**config.mk**
```make
export PLATFORM = sky130hd
export DESIGN_NAME = simple_fifo_ext_flat
export DESIGN_NICKNAME = d
export VERILOG_FILES = /design/src/rtl/simple_fifo_ext_if.sv /design/src/rtl/simple_fifo_ext.sv /design/src/flat_wrapper.sv
export SDC_FILE = /design/constraint.sdc
export NUM_CORES = 1
export LEC_CHECK = 0
export ABC_AREA = 1
export CORE_UTILIZATION = 50
export DETAILED_ROUTE_END_ITERATION = 6
export PLACE_DENSITY = 0.69
export SYNTH_ARGS = -nofsm -noshare
export SYNTH_HDL_FRONTEND = slang
export SYNTH_SLANG_ARGS = --single-unit
```
**constraint.sdc**
```tcl
create_clock -name clk -period 11.6 [get_ports clk]
set_input_delay 1.74 -clock clk [delete_from_list [all_inputs] [get_ports clk]]
set_output_delay 1.74 -clock clk [all_outputs]
set_load 0.02 [all_outputs]
```
**src/rtl/simple_fifo_ext_if.sv**
```systemverilog
// rtl/simple_fifo_ext_if.sv - write/read/status bundle for simple_fifo_ext
interface simple_fifo_ext_if #(
  parameter int WIDTH     = 128,
  parameter int DEPTH_LOG = 3
);
  logic                 we;
  logic [WIDTH-1:0]     din;
  logic                 re;
  logic                 flush;
  logic                 err_clr;
  logic [WIDTH-1:0]     dout;
  logic                 empty;
  logic                 full;
  logic                 almost_empty;
  logic                 almost_full;
  logic [DEPTH_LOG:0]   count;
  logic                 overflow;
  logic                 underflow;

  modport master (
    output we, din, re, flush, err_clr,
    input  dout, empty, full, almost_empty, almost_full, count, overflow, underflow
  );

  modport slave (
    input  we, din, re, flush, err_clr,
    output dout, empty, full, almost_empty, almost_full, count, overflow, underflow
  );
endinterface

```
**src/rtl/simple_fifo_ext.sv**
```systemverilog
// rtl/simple_fifo_ext.sv - single-clock register FIFO, standard or FWFT read,
// programmable almost flags, flush and sticky overflow/underflow
module simple_fifo_ext #(
  parameter int WIDTH     = 128,
  parameter int DEPTH_LOG = 3,
  parameter int FWFT      = 0,
  parameter int AFULL_TH  = 6,
  parameter int AEMPTY_TH = 1
) (
  input  logic             clk,
  input  logic             reset,
  simple_fifo_ext_if.slave bus
);
  localparam int DEPTH = 1 << DEPTH_LOG;
  localparam logic [DEPTH_LOG:0] C_DEPTH  = (DEPTH_LOG + 1)'(DEPTH);
  localparam logic [DEPTH_LOG:0] C_AFULL  = (DEPTH_LOG + 1)'(AFULL_TH);
  localparam logic [DEPTH_LOG:0] C_AEMPTY = (DEPTH_LOG + 1)'(AEMPTY_TH);

  logic [WIDTH-1:0]     r_mem [DEPTH];
  logic [DEPTH_LOG-1:0] r_wr_ptr;
  logic [DEPTH_LOG-1:0] r_rd_ptr;
  logic [DEPTH_LOG:0]   r_count;
  logic                 r_overflow;
  logic                 r_underflow;

  logic             w_empty;
  logic             w_full;
  logic             w_wr_acc;
  logic             w_rd_acc;
  logic             w_ovf_set;
  logic             w_unf_set;
  logic [WIDTH-1:0] w_dout;

  assign w_empty   = (r_count == '0);
  assign w_full    = (r_count == C_DEPTH);
  // flush overrides every same-cycle request, including error detection
  assign w_wr_acc  = bus.we && !w_full  && !bus.flush;
  assign w_rd_acc  = bus.re && !w_empty && !bus.flush;
  assign w_ovf_set = bus.we && w_full   && !bus.flush;
  assign w_unf_set = bus.re && w_empty  && !bus.flush;

  always_ff @(posedge clk) begin
    if (w_wr_acc && !reset) begin
      r_mem[r_wr_ptr] <= bus.din;
    end
  end

  always_ff @(posedge clk or posedge reset) begin
    if (reset) begin
      r_wr_ptr <= '0;
      r_rd_ptr <= '0;
      r_count  <= '0;
    end else if (bus.flush) begin
      r_wr_ptr <= '0;
      r_rd_ptr <= '0;
      r_count  <= '0;
    end else begin
      if (w_wr_acc) r_wr_ptr <= r_wr_ptr + 1'b1;
      if (w_rd_acc) r_rd_ptr <= r_rd_ptr + 1'b1;
      if (w_wr_acc && !w_rd_acc)      r_count <= r_count + 1'b1;
      else if (w_rd_acc && !w_wr_acc) r_count <= r_count - 1'b1;
    end
  end

  always_ff @(posedge clk or posedge reset) begin
    if (reset) begin
      r_overflow  <= 1'b0;
      r_underflow <= 1'b0;
    end else begin
      r_overflow  <= w_ovf_set || (r_overflow  && !bus.err_clr);
      r_underflow <= w_unf_set || (r_underflow && !bus.err_clr);
    end
  end

  generate
    if (FWFT != 0) begin : g_fwft
      assign w_dout = w_empty ? '0 : r_mem[r_rd_ptr];
    end else begin : g_std
      logic [WIDTH-1:0] r_dout;
      always_ff @(posedge clk or posedge reset) begin
        if (reset)         r_dout <= '0;
        else if (w_rd_acc) r_dout <= r_mem[r_rd_ptr];
      end
      assign w_dout = r_dout;
    end
  endgenerate

  assign bus.dout         = w_dout;
  assign bus.empty        = w_empty;
  assign bus.full         = w_full;
  assign bus.almost_empty = (r_count <= C_AEMPTY);
  assign bus.almost_full  = (r_count >= C_AFULL);
  assign bus.count        = r_count;
  assign bus.overflow     = r_overflow;
  assign bus.underflow    = r_underflow;
endmodule

```
**src/flat_wrapper.sv**
```systemverilog
// flat-port wrapper written by rule: the top's interface ports become plain ports
module simple_fifo_ext_flat 
#(
  parameter int WIDTH     = 128,
  parameter int DEPTH_LOG = 3,
  parameter int FWFT      = 0,
  parameter int AFULL_TH  = 6,
  parameter int AEMPTY_TH = 1
)
  (clk, reset, bus_we, bus_din, bus_re, bus_flush, bus_err_clr, bus_dout, bus_empty, bus_full, bus_almost_empty, bus_almost_full, bus_count, bus_overflow, bus_underflow);
  simple_fifo_ext_if #(.WIDTH(WIDTH), .DEPTH_LOG(DEPTH_LOG)) bus_i ();
  input  logic clk;
  input  logic reset;
  input wire logic [$bits(bus_i.we)-1:0] bus_we;
  input wire logic [$bits(bus_i.din)-1:0] bus_din;
  input wire logic [$bits(bus_i.re)-1:0] bus_re;
  input wire logic [$bits(bus_i.flush)-1:0] bus_flush;
  input wire logic [$bits(bus_i.err_clr)-1:0] bus_err_clr;
  output wire logic [$bits(bus_i.dout)-1:0] bus_dout;
  output wire logic [$bits(bus_i.empty)-1:0] bus_empty;
  output wire logic [$bits(bus_i.full)-1:0] bus_full;
  output wire logic [$bits(bus_i.almost_empty)-1:0] bus_almost_empty;
  output wire logic [$bits(bus_i.almost_full)-1:0] bus_almost_full;
  output wire logic [$bits(bus_i.count)-1:0] bus_count;
  output wire logic [$bits(bus_i.overflow)-1:0] bus_overflow;
  output wire logic [$bits(bus_i.underflow)-1:0] bus_underflow;
  assign bus_i.we = bus_we;
  assign bus_i.din = bus_din;
  assign bus_i.re = bus_re;
  assign bus_i.flush = bus_flush;
  assign bus_i.err_clr = bus_err_clr;
  assign bus_dout = bus_i.dout;
  assign bus_empty = bus_i.empty;
  assign bus_full = bus_i.full;
  assign bus_almost_empty = bus_i.almost_empty;
  assign bus_almost_full = bus_i.almost_full;
  assign bus_count = bus_i.count;
  assign bus_overflow = bus_i.overflow;
  assign bus_underflow = bus_i.underflow;
  simple_fifo_ext #(.WIDTH(WIDTH), .DEPTH_LOG(DEPTH_LOG), .FWFT(FWFT), .AFULL_TH(AFULL_TH), .AEMPTY_TH(AEMPTY_TH)) u_core (.clk(clk), .reset(reset), .bus(bus_i));
endmodule
```
Word-level counts from Yosys, hierarchy flattened
Memory sizes are Yosys's and may differ from the RTL's. A register that Yosys moved wholly into a read port is not among the register bits.
Cells that the tools add are included.
W data, S select, Z words.
{ "word_totals": {"n_memories": 1, "word_cells": 48, "regBits": 12, "ramBits": 1024, "out_inout_bits": 138} }
{ "mem_list": {"columns": ["name", "words", "word_bits", "rd", "rd_clocked_by_memory_dff", "wr", "line_no", "text"], "rows": [
  ["u_core.r_mem", 8, 128, 1, 1, 1, "simple_fifo_ext.sv:19", "logic [WIDTH-1:0] r_mem [DEPTH];"]
]} }
{ "classes": {"addsub": 4, "n_eq_ne": 1, "n_reduce_logical": 26, "order_cmp": 2, "n_mux": 9} }
{ "ops": {"columns": ["cell", "n"], "rows": [
  ["$logic_and A1 B1 Y1", 13],
  ["$mux W3", 4],
  ["$mux W4", 3],
  ["$logic_not A1 Y1", 7],
  ["$add A3 B1 Y3 const B", 2],
  ["$add A4 B1 Y4 const B", 1],
  ["$eq A4 B4 Y1 const B", 1],
  ["$ge A4 B3 Y1 const B", 1],
  ["$le A4 B1 Y1 const B", 1],
  ["$logic_not A4 Y1", 1],
  ["$reduce_bool A2 Y1", 2],
  ["$sub A4 B1 Y4 const B", 1],
  ["$reduce_bool A3 Y1", 1],
  ["$logic_or A1 B1 Y1", 2],
  ["$mux W1", 2]
]} }

Logic depth before layout (Yosys ltp)
{ "depth": {"ltp_word": 9, "depth_mapped": 11} }

Least setup slack after synthesis
Ideal clock, no wire load.
{ "synth_path": {"path_type": "input-to-reg", "startpoint": "input port bus_flush", "endpoint": "memory u_core.r_mem[4][0] (enable)", "setup_slack_ps": -82, "t_required_ps": 10827, "arrival_ps": 10909, "path_buffers": 0, "stages": 7, "cell_sequence": "inv_1 > nand2_1 > inv_1 > nand2_1 > nor2_1 > nand2_1 > nor3_1"} }
{ "synth_via": {"elab_chain_cells": 5} }
{ "synth_rtl": {"columns": ["element", "line_no", "text"], "rows": [
  ["start, declared", "flat_wrapper.sv:17", "input wire logic [$bits(bus_i.flush)-1:0] bus_flush;"],
  ["$logic_not A1 Y1", "simple_fifo_ext.sv:37", "assign w_wr_acc = bus.we && !w_full && !bus.flush;"],
  ["$logic_and A1 B1 Y1", "simple_fifo_ext.sv:37", null],
  ["$logic_and A1 B1 Y1", "simple_fifo_ext.sv:43", "if (w_wr_acc && !reset) begin"],
  ["$mux W1", "simple_fifo_ext.sv:43", null],
  ["$mux W1 (implied by the code)", "simple_fifo_ext.sv:44", "r_mem[r_wr_ptr] <= bus.din;"],
  ["end, declared", "simple_fifo_ext.sv:19", null]
]} }
Every way passes these cells.

Worst setup path in the final report
{ "layout_path": {"startpoint": "input port bus_flush", "endpoint": "memory u_core.r_mem[4][108] (enable)"} }
The elaborated chain is that of the path after synthesis.

==> flow_summary.ini <==
[run_status]
status = completed

[timing]
fin_crit_sh = 0.3817
setup_repair_after_global_routing_missed_its_margin = false
timing.final.max_slew_violations = 0
final_hold_viol_count = 0
period_needed_ns = 4.427
timing.fmax_mhz = 225.9
relSlewSlack = 0.2834
timing.setup.tns_ns = 0
setup-violations-final = 0
timing.clock.skew_ns = 0.03196
tightest_slew_ns = 1.075

[synth]
synth_area_mm2 = 0.04575
synth.distinct_cells = 29
yosys-top-cells-count = edfxtp_1, nor2_1, nand2_1, nand3_1, o21ai_1
synth_edf_count = 1024
synth_area_leader_cell = edfxtp_1
synth_ff_type = edfxtp_1
ys_async_sr_fraction = 0.1203
netlist_top_cells_area = edfxtp_1, dfrtp_1, nor2_1
synth.net_count = 3817
synth_largest_type_area_fraction = 0.6722
avg_cell_area_syn_um2 = 12.44
synthesized_netlist_cell_count = 3676
ys_ff_latch = 1164
ys_warn_count = 0
yosysSeqAreaShare = 0.7487
synth.most_common_cell = edfxtp_1

[die]
coreArea_mm2 = 0.09029
design.die.area_mm2 = 0.09271
fp.dieH_um = 304.5
core.rowCount = 110
design.portCount = 272
starting_density_of_the_core = 0.5067
fp.dieW_um = 304.5

[clock_network]
clock_insertion_delay_worst_skew_ns = 0.69
cts_setup_buffers = 0
clk_pin_slew_ns = 0.06
tritoncts = yes
cts.htree.levels = 3
cts-root-to-sink-buffers = 3
postCtsResizedCells = 0
clock_sinks = 1164
ctsHoldBuffers = 0
clock_tree.root_cell = clkbuf_16
cts_inserted_buffers = 116

[finish]
antennaDiodeCount = 0
area_delta_synth_final_pct = 15.83
drive_gt1_frac = 0.06035
finalNetCount = 4019
fin_area_mm2 = 0.05299

[critical_path]
arrival_ns = 4.73
setup.worst_path.class = input pin to register
worstSetupStartpointType = input pin
critical_path_peak_fanout = 113
cp.required_ns = 11.90
timing.critical_path.to_type = register

[routing]
routedWlPerCell_um = 20.77
initialDrtViolationCount = 2622
dr.pass1.iters = 6
final_antenna_net_count = 0
dr_total_vias = 28370
totalWireLength_um = 107000
post-route-drc-count = 0
routed_via_density = 5.506

[global_routing]
total_routing_usage_gr = 0.2318
globalRouteOverflowTotal = 0
number_of_antenna_violations_at_the_first_check_in_global_routing = 9
grt_first_pass_wirelength_um = 164900
grt_max_degree = 149
grt_pass1_vias = 28130

[pwr]
ir_worst_vdd_mv = 0.1250
power-per-cell-area_mw_per_mm2 = 208.1
power.leakage_nw = 18.68

[placement]
placedInstanceArea_mm2 = 0.04908
placement.io_buffers = 271
hpwl_um = 51140
gp_congestion = 0.7741

[worst_hold_path]
hold_class = register to register

[run]
maxCapViolCount = 0
## path summary, 6_finish.rpt
| check | from | endpoint | slack [ns] | depth (start not counted) |
|---|---|---|---|---|
| worst min register to register | u_core.bus.dout[41]$_DFFE_PP0P_ | u_core.bus.dout[41]$_DFFE_PP0P_ | 0.48 | 2 |
| worst max-delay path | bus_flush | u_core.r_mem[4][108]$_DFFE_PP_ | 7.17 | 9 |
| max in group asynchronous | reset | u_core.bus.dout[4]$_DFFE_PP0P_ | 8.03 | 4 |
| min in group asynchronous | reset | u_core.bus.overflow$_DFF_PP0_ | 1.49 | 2 |
| worst max register to register | u_core.r_rd_ptr[0]$_DFFE_PP0P_ | u_core.bus.dout[64]$_DFFE_PP0P_ | 7.50 | 9 |
| worst min-delay path | u_core.bus.dout[41]$_DFFE_PP0P_ | u_core.bus.dout[41]$_DFFE_PP0P_ | 0.48 | 2 |
## cells in the final DEF (no fill, tap or decap), types with 34 or more instances in the layout
cell             netlist  routed
edfxtp_1            1024    1024
dfrtp_1              140     137
clkbuf_16              0     118
nand2_1              422     422
o21ai_1              245     245
clkdlybuf4s50_1        0     271
nand3_1              392     392
o211ai_1             128     128
o21ai_0              148     148
nor2_1               778     772
buf_4                 22      34
inv_1                146     144
## worst max-delay path, cell delays in order
cell and delay [ns]:
clkdlybuf4s50_1 0.45, inv_1 0.17, nand2_1 0.11, inv_1 0.07, nand2_1 0.07, nor2_1 0.15
nand2_1 0.27, nor3_4 0.86, buf_12 0.73
## cells by family after synthesis
family,count (synthesis),share of synthesized area
and+or+nand+nor,1600,0.1425
DFF,1164,0.7487
xor gates and xnor gates,2,0.0003830
buffers and inverters,375,0.04144
adders and majority gates,7,0.001914
AOI/OAI and AO/OA,528,0.06504
## power by group
part / internal [mW] / switching (mW)
clock network: 2.25 / 1.55
registers: 4.82 / 0.211
logic: 0.818 / 1.38
total: 7.89 / 3.14
## registers in the layout, summed over array words and instances (netlist names)
| signal | cells |
|---|---|
| u_core.bus.count | 4 |
| u_core.r_mem | 1024 |
| u_core.r_rd_ptr | 3 |
| u_core.r_wr_ptr | 3 |
| u_core.bus.overflow | 1 |
| u_core.bus.underflow | 1 |
| u_core.bus.dout | 128 |
## per-stage QoR
step	total power [mW]	cells	hold slack, ns	setup WS (ns)	utilization
6_report	11.03	5153	0.4762	7.173	0.5869
5_1_grt	11.53	5153	0.4994	6.959	0.5869
4_1_cts	11.11	5153	0.4817	7.206	0.5869
3_5_place_dp	7.317	4936	0.4651	6.483	0.5436
3_3_place_gp	7.282	4936	0.4636	6.461	0.5436
2_1_floorplan	6.512	3676	0.5391	3.375	-
## area by class of cell
class / count / area (um^2)
Fill cell: 7006 / 37300
Sequential cell: 1164 / 34260
Multi-Input combinational cell: 2137 / 9688
Clock buffer: 157 / 3259
Timing Repair Buffer: 310 / 3068
Tap cell: 1176 / 1471
Clock inverter: 60 / 655.6
Inverter: 149 / 584.3
## routing by layer
metal,up-vias,global-route usage,share of wire
met5,-,0,0.00094
met4,16,0.05779,0.016
met3,166,0.04416,0.073
met2,953,0.3719,0.47
met1,13920,0.3277,0.44
li1,13310,-,-
(Power assumes the default switching activity.)
